==> config.mk <==
export PLATFORM = sky130hd
export DESIGN_NAME = fetch_stage
export DESIGN_NICKNAME = d
export VERILOG_FILES = /design/src/rtl/fetch_stage_pkg.sv /design/src/rtl/fetch_skid_buf.sv /design/src/rtl/fetch_stage.sv
export SDC_FILE = /design/constraint.sdc
export NUM_CORES = 1
export LEC_CHECK = 0
export CAP_MARGIN = 15
export CELL_PAD_IN_SITES_DETAIL_PLACEMENT = 1
export CELL_PAD_IN_SITES_GLOBAL_PLACEMENT = 1
export CORE_UTILIZATION = 35
export CTS_CLUSTER_SIZE = 25
export DETAILED_ROUTE_END_ITERATION = 8
export GPL_TIMING_DRIVEN = 1
export PLACE_DENSITY = 0.73
export SETUP_SLACK_MARGIN = 0.2
export SYNTH_ARGS = -nofsm -noshare
export SYNTH_HDL_FRONTEND = slang
export SYNTH_SLANG_ARGS = --single-unit
==> constraint.sdc <==
create_clock -name i_clk -period 3.37 [get_ports i_clk]
set_input_delay 0.8425 -clock i_clk [delete_from_list [all_inputs] [get_ports i_clk]]
set_output_delay 0.8425 -clock i_clk [all_outputs]
set_load 0.02 [all_outputs]
==> src/rtl/fetch_stage_pkg.sv <==
// Shared fetch definitions: bubble encoding, reset vector default,
// FSM state encoding and the IF/ID slot bundle.
package fetch_stage_pkg;

    localparam logic [31:0] DEF_NOP_INST   = 32'h0000_0013;
    localparam logic [31:0] DEF_RESET_ADDR = 32'h0000_0000;

    typedef enum logic [1:0] {
        BOOT = 2'd0,
        RUN  = 2'd1,
        HOLD = 2'd2
    } fetch_state_t;

    typedef struct packed {
        logic        valid;
        logic [31:0] inst;
        logic [31:0] pc;
        logic [31:0] pc_plus4;
    } if_id_t;

endpackage

==> src/rtl/fetch_skid_buf.sv <==
// One-entry {inst, pc} holding register for a response that
// arrives while decode is stalled.
module fetch_skid_buf (
    input  logic        clk,
    input  logic        rst_n,
    input  logic        load,
    input  logic        drain,
    input  logic        clear,
    input  logic [31:0] d_inst,
    input  logic [31:0] d_pc,
    output logic        q_valid,
    output logic [31:0] q_inst,
    output logic [31:0] q_pc
);

    always_ff @(posedge clk or negedge rst_n) begin
        if (!rst_n) begin
            q_valid <= 1'b0;
            q_inst  <= '0;
            q_pc    <= '0;
        end else if (clear) begin
            q_valid <= 1'b0;
        end else if (load) begin
            q_valid <= 1'b1;
            q_inst  <= d_inst;
            q_pc    <= d_pc;
        end else if (drain) begin
            q_valid <= 1'b0;
        end
    end

endmodule

==> src/rtl/fetch_stage.sv <==
// RV32I instruction fetch: PC register, sync imem request,
// registered IF/ID slot with stall skid and redirect flush.
module fetch_stage
    import fetch_stage_pkg::*;
#(
    parameter logic [31:0] RESET_ADDR = DEF_RESET_ADDR,
    parameter logic [31:0] NOP_INST   = DEF_NOP_INST
) (
    input  logic        i_clk,
    input  logic        i_rst_n,
    output logic        o_imem_ren,
    output logic [31:0] o_imem_raddr,
    input  logic [31:0] i_imem_rdata,
    input  logic        i_stall,
    input  logic        i_redirect,
    input  logic [31:0] i_redirect_pc,
    output logic        o_valid,
    output logic [31:0] o_inst,
    output logic [31:0] o_pc,
    output logic [31:0] o_pc_plus4,
    output logic        o_misalign
);

    fetch_state_t state;
    if_id_t       slot;

    logic [31:0] pc_f;
    logic [31:0] req_pc;
    logic        inflight;
    logic        drop;
    logic        misalign;
    logic        issue;
    logic        rsp;
    logic        skid_v;
    logic [31:0] skid_inst;
    logic [31:0] skid_pc;

    assign issue = (state != BOOT) && !i_stall && !i_redirect;
    assign rsp   = inflight && !drop;

    assign o_imem_ren   = issue;
    assign o_imem_raddr = pc_f;

    fetch_skid_buf u_skid (
        .clk     (i_clk),
        .rst_n   (i_rst_n),
        .load    (rsp && i_stall && !i_redirect),
        .drain   (skid_v && !i_stall && !i_redirect),
        .clear   (i_redirect),
        .d_inst  (i_imem_rdata),
        .d_pc    (req_pc),
        .q_valid (skid_v),
        .q_inst  (skid_inst),
        .q_pc    (skid_pc)
    );

    always_ff @(posedge i_clk or negedge i_rst_n) begin
        if (!i_rst_n) begin
            state    <= BOOT;
            pc_f     <= RESET_ADDR;
            req_pc   <= RESET_ADDR;
            inflight <= 1'b0;
            drop     <= 1'b0;
            misalign <= 1'b0;
        end else begin
            unique case (state)
                BOOT: state <= RUN;
                RUN: begin
                    if (!i_redirect && i_stall && rsp)
                        state <= HOLD;
                end
                HOLD: begin
                    if (!i_stall || i_redirect)
                        state <= RUN;
                end
                default: state <= BOOT;
            endcase
            inflight <= issue;
            drop     <= i_redirect && inflight;
            misalign <= i_redirect && (|i_redirect_pc[1:0]);
            if (i_redirect) begin
                pc_f <= {i_redirect_pc[31:2], 2'b00};
            end else if (issue) begin
                req_pc <= pc_f;
                pc_f   <= pc_f + 32'd4;
            end
        end
    end

    // Redirect beats stall; a full skid always drains before new data.
    always_ff @(posedge i_clk or negedge i_rst_n) begin
        if (!i_rst_n) begin
            slot.valid    <= 1'b0;
            slot.inst     <= NOP_INST;
            slot.pc       <= '0;
            slot.pc_plus4 <= 32'd4;
        end else if (i_redirect) begin
            slot.valid <= 1'b0;
            slot.inst  <= NOP_INST;
        end else if (i_stall) begin
            slot <= slot;
        end else if (skid_v) begin
            slot.valid    <= 1'b1;
            slot.inst     <= skid_inst;
            slot.pc       <= skid_pc;
            slot.pc_plus4 <= skid_pc + 32'd4;
        end else if (rsp) begin
            slot.valid    <= 1'b1;
            slot.inst     <= i_imem_rdata;
            slot.pc       <= req_pc;
            slot.pc_plus4 <= req_pc + 32'd4;
        end else begin
            slot.valid <= 1'b0;
            slot.inst  <= NOP_INST;
        end
    end

    assign o_valid    = slot.valid;
    assign o_inst     = slot.inst;
    assign o_pc       = slot.pc;
    assign o_pc_plus4 = slot.pc_plus4;
    assign o_misalign = misalign;

endmodule

**Word-level counts from Yosys, hierarchy flattened**

Index checks and enable logic that the tools add are counted.

- Register bits: 231
- Bits of input ports: 68
- Output and inout bits: 131
- Logic and storage cells: 61

- $add $sub $neg: 3
- Equal/unequal tests: 5
- Mux-type cells: 13
- Bitwise gates (word level): 2
- Reductions and logical operators: 25

Operators by type and width:

| kind | number |
|---|---|
| two-way mux 97 bit | 2 |
| adder 32 x 3 -> 32 bit (second input constant) | 3 |
| two-way mux 33 bit | 2 |
| two-way mux 32 bit | 2 |
| two-way mux 64 bit | 1 |
| logical AND 1 bit | 11 |
| one-hot mux 2 bit (3 select lines) | 1 |
| AND reduction 2 bit | 3 |
| nonzero test 2 bit | 3 |
| two-way mux 2 bit | 2 |
| != test 2 bit (second input constant) | 2 |
| logical NOT 1 bit | 3 |
| two-way mux 1 bit | 3 |
| AND reduction 3 bit | 1 |
| nonzero test 3 bit | 1 |
| == test 2 x 1 -> 1 bit (second input constant) | 1 |
| == test 2 bit (second input constant) | 1 |
| logical NOT 2 bit | 1 |
| != test 2 x 1 -> 1 bit (second input constant) | 1 |
| NOT 1 bit | 2 |
| OR reduction 2 bit | 1 |
| logical OR 1 bit | 1 |

**Depth between registers and ports, before layout**

- Word-level depth: 6
- Depth in mapped cells: 11
- Gate-level depth less buffers: 7

**By module**

A second synthesis with hierarchy kept.

- Cells, all modules: 906
- Area, all modules: 10,548.9 um^2

Modules (own cells, without submodules):

| module | times used | cells each | area an instance (um^2) | sequential area each (um^2) |
|---|---|---|---|---|
| fetch_stage | 1 | 766 | 7,807.5 | 4,008.8 |
| fetch_skid_buf | 1 | 140 | 2,741.4 | 1,626.6 |

**Worst setup path after synthesis**

Ideal clock, no wire load.

- Kind: input port to output port
- Start point: in i_stall
- End point: out o_imem_ren
- Data arrival time: 1,937 ps
- Data required time: 2,528 ps
- Setup slack: 590 ps
- Stages: 4
- Path buffers: 2
- Cell sequence: clkbuf_1 o21ba_2 nor2b_1 clkbuf_1

- Longest elaborated chain between the ends: 3

Ends and longest elaborated chain:

| element | line | source |
|---|---|---|
| from (decl) | fetch_stage.sv:14 | `input logic i_stall,` |
| logical NOT 1 bit | fetch_stage.sv:38 | `assign issue = (state != BOOT) && !i_stall && !i_redirect;` |
| logical AND 1 bit (2 in series) | fetch_stage.sv:38 |  |
| to (decl) | fetch_stage.sv:11 | `output logic o_imem_ren,` |

Every way passes these cells.

**Worst setup path after layout**

Same ends and word-level chain as after synthesis.

==> run_results.csv <==
group,metric,value,unit
sta,finalCritPeriodShare,86.1,%
sta,fmax,345,MHz
die,dieHeight,173,um
sta,worst_slack,0.469,ns
critical_path,crit_family,"buffers and inverters",
placed_design,hpwl,20.4,mm
sta,fin_crit,2.90,ns
finish,n_antenna_cell,0,
placed_design,finalWeightedCongestion,0.830,
routing,wirelength,28.6,mm
clock_network,post_cts_buffers,0,
sta,finalSetupTns,0,ns
logic_synthesis,synth_seq_cells,221,
logic_synthesis,seq_area_frac_synth,54.2,%
logic_synthesis,synth_cells,923,
critical_path,critPathRequiredTime,2.53,ns
finish,final_nets,1167,
critical_path,slowest_delay,0.64,ns
die,die-area,0.0299,mm2
pwr,p_comb_share,24.2,%
finish,instances_no_fill,1496,
logic_synthesis,synth_edf_count,0,
logic_synthesis,ys_warn_count,0,
pwr,p_per_area,648,mW/mm2
die,start_util,35.6,%
grt,grt.overflow.total,0,
critical_path,endpoint_kind,"output pin",
grt,grt_max_degree,83,
sta,skew,0.0108,ns
routing,first_pass_iters,4,
pwr,p_clk_share,32.1,%
logic_synthesis,syn_area_per_cell,11.1,um2
clock_network,clkSinkCount,221,
pwr,leakagePower,5.40,nW
routing,vias,7764,
critical_path,cp.arrival,2.06,ns
finish,final_util,46.6,%
clock_network,h-tree-depth,1,
routing,vias_per_cell,5.19,
critical_path,critPathKind,"primary input to output pin",
die,die_w,173,um
run_status,outcome,"finished, final reports clean",
critical_path,slowest_stage,"clkdlybuf4s50_1",
logic_synthesis,synth_area,0.0102,mm2
logic_synthesis,synth_flop_cell,"dfrtp_1",
clock_network,cts_tree,"done",
finish,drive_above_1_share,14.2,%
sta,hold_violations,0,
worst_hold_path,holdCritPathClass,"primary input to asynchronous set/reset pin",
finish,fillers,3106,
sta,worst_pin_slew,0.762,ns
grt,antenna_found_initial,0,
flow_run,drv_cap,0,
grt,grt_pass1_vias,8057,
placed_design,io_buffers,192,
grt,grt_use_total,19.3,%
routing,drt_iter0_drc,463,
placed_design,dp_slack,0.478,ns
die,boundaryPins,199,
pwr,total_power,8.67,mW
pwr,p_switching,2.65,mW
clock_network,cts_made_buffers,24,
sta,rsz0062_at_grt,"no",
grt,grt_pass1_wl,46.2,mm
finish,area_growth,30.9,%
clock_network,cts-root-buf,"clkbuf_16",
critical_path,critPathMaxFanout,2,
pwr,seq_power_share,43.7,%
sta,relSlewSlack,49.2,%
die,design.core.area,0.0287,mm2
clock_network,clockBufferDepth,3,
sta,slew_viol_final,0,
critical_path,crit_path_cell_trace,"buf_2 > o21ba_2 > nor2b_2 > clkdlybuf4s50_1",
pwr,ir_drop,343,uV
finish,layout_common_cells,"dfrtp_1, clkdlybuf4s50_1, nand2_1",
critical_path,cp-start-kind,"primary input",
finish,final_common_cell,"dfrtp_1",
clock_network,cts.clk_slew.worst_paths,0.06,ns
sta,setup_viol_count_final,0,
routing,route.detailed.drc,0,
placed_design,dp.cells,1455,
clock_network,cts_resized,0,
clock_network,cts-hold-fix-buffers,0,
routing,wire_per_inst,19.1,um
die,fp-row-count,62,
pwr,intPower,6.02,mW
logic_synthesis,ys_types,52,
routing,ant_nets,0,
critical_path,crit_buf_inv,2,
logic_synthesis,async_flop_share,100,%
clock_network,worstSkewPairLatency,0.52,ns
pwr,p_sw_share,30.6,%
-- worst paths after layout --
kind                                       startpoint                          to  slack [ns]  depth (start not counted)
min reg2reg                      o_pc[27]$_DFFE_PN0P_        o_pc[27]$_DFFE_PN0P_        0.47                          1
min in group i_clk               o_pc[27]$_DFFE_PN0P_        o_pc[27]$_DFFE_PN0P_        0.47                          1
min                                           i_rst_n      o_inst[25]$_DFFE_PN0P_        0.30                          1
max                                           i_stall                  o_imem_ren        0.47                          4
max in group asynchronous                     i_rst_n       o_inst[4]$_DFFE_PN1P_        2.24                          2
max reg2reg                u_skid.q_valid$_DFFE_PN0P_  o_pc_plus4[31]$_DFFE_PN0P_        0.76                          6
-- cells in the mapped netlist (5+ instances only) --
cell	n	share of area, %
a21o_1	9	0.66
a21oi_1	12	0.59
a221oi_1	29	2.5
and2_1	6	0.37
and3_1	5	0.31
and4_1	6	0.51
buf_2	14	0.69
buf_4	9	0.66
clkbuf_1	40	1.5
dfrtp_1	217	53
inv_1	6	0.22
mux2_1	8	0.88
mux2_2	87	9.6
mux2i_1	31	3.0
nand2_1	101	3.7
nand2b_1	5	0.31
nand3_1	26	1.3
nand4_1	17	1.0
nand4b_1	5	0.43
nor2_1	27	0.99
nor2b_1	32	2.0
nor3_1	41	2.0
nor4_1	13	0.80
o21ai_0	75	3.7
o31a_1	5	0.43
o31ai_1	7	0.51
xnor2_1	31	2.7
xor2_1	15	1.3
-- power groups by stage --
stage | clock [mW] | combinational, mW | sequential [mW]
global placement | 0 | 2.05 | 3.79
floorplan | 0 | 0.822 | 3.99
detailed placement | 0 | 2.11 | 3.83
finish | 2.79 | 2.10 | 3.79
global route | 2.95 | 2.27 | 3.88
CTS | 2.87 | 2.12 | 3.79
-- kinds of logic after synthesis --
family	share of synthesized area, %
AO/OA/AOI/OAI	10.2
multiplexers	13.5
flip-flops	54.2
other	0.0367
AND/OR/NAND/NOR	14.8
buffers and inverters	3.08
XOR/XNOR	3.95
adder cells (fa/ha/maj)	0.245
-- sequential cells by signal, summed over array words and instances (netlist names) --
signal	count
drop	1
inflight	1
o_imem_raddr	30
o_inst	32
o_misalign	1
o_pc	30
o_pc_plus4	30
o_valid	1
req_pc	30
state	2
u_skid.q_inst	32
u_skid.q_pc	30
u_skid.q_valid	1
-- final cells by class --
type	count	area [um2]	share of cell area (%)
Sequential cell	221	5540	41.4
Multi-Input combinational cell	637	4400	32.9
Timing Repair Buffer	207	2090	15.6
Clock buffer	29	671	5.01
Tap cell	384	480	3.59
Clock inverter	12	168	1.25
Inverter	6	22.5	0.168
-- layer usage --
metal	global-route usage [%]	vias to the layer above	share of wire, %
li1	-	3669	-
met1	28.3	3905	49
met2	30.0	156	45
met3	2.64	34	3.8
met4	4.76	0	1.8
met5	0	-	0
-- metrics by stage --
step,area [um2],hold slack (ns)
floorplan,10200,0.458
detailed placement,12500,0.468
global placement,12500,0.464
CTS,13400,0.324
finish,13400,0.302
global route,13400,0.356
Power figures use the tool's default switching activity.
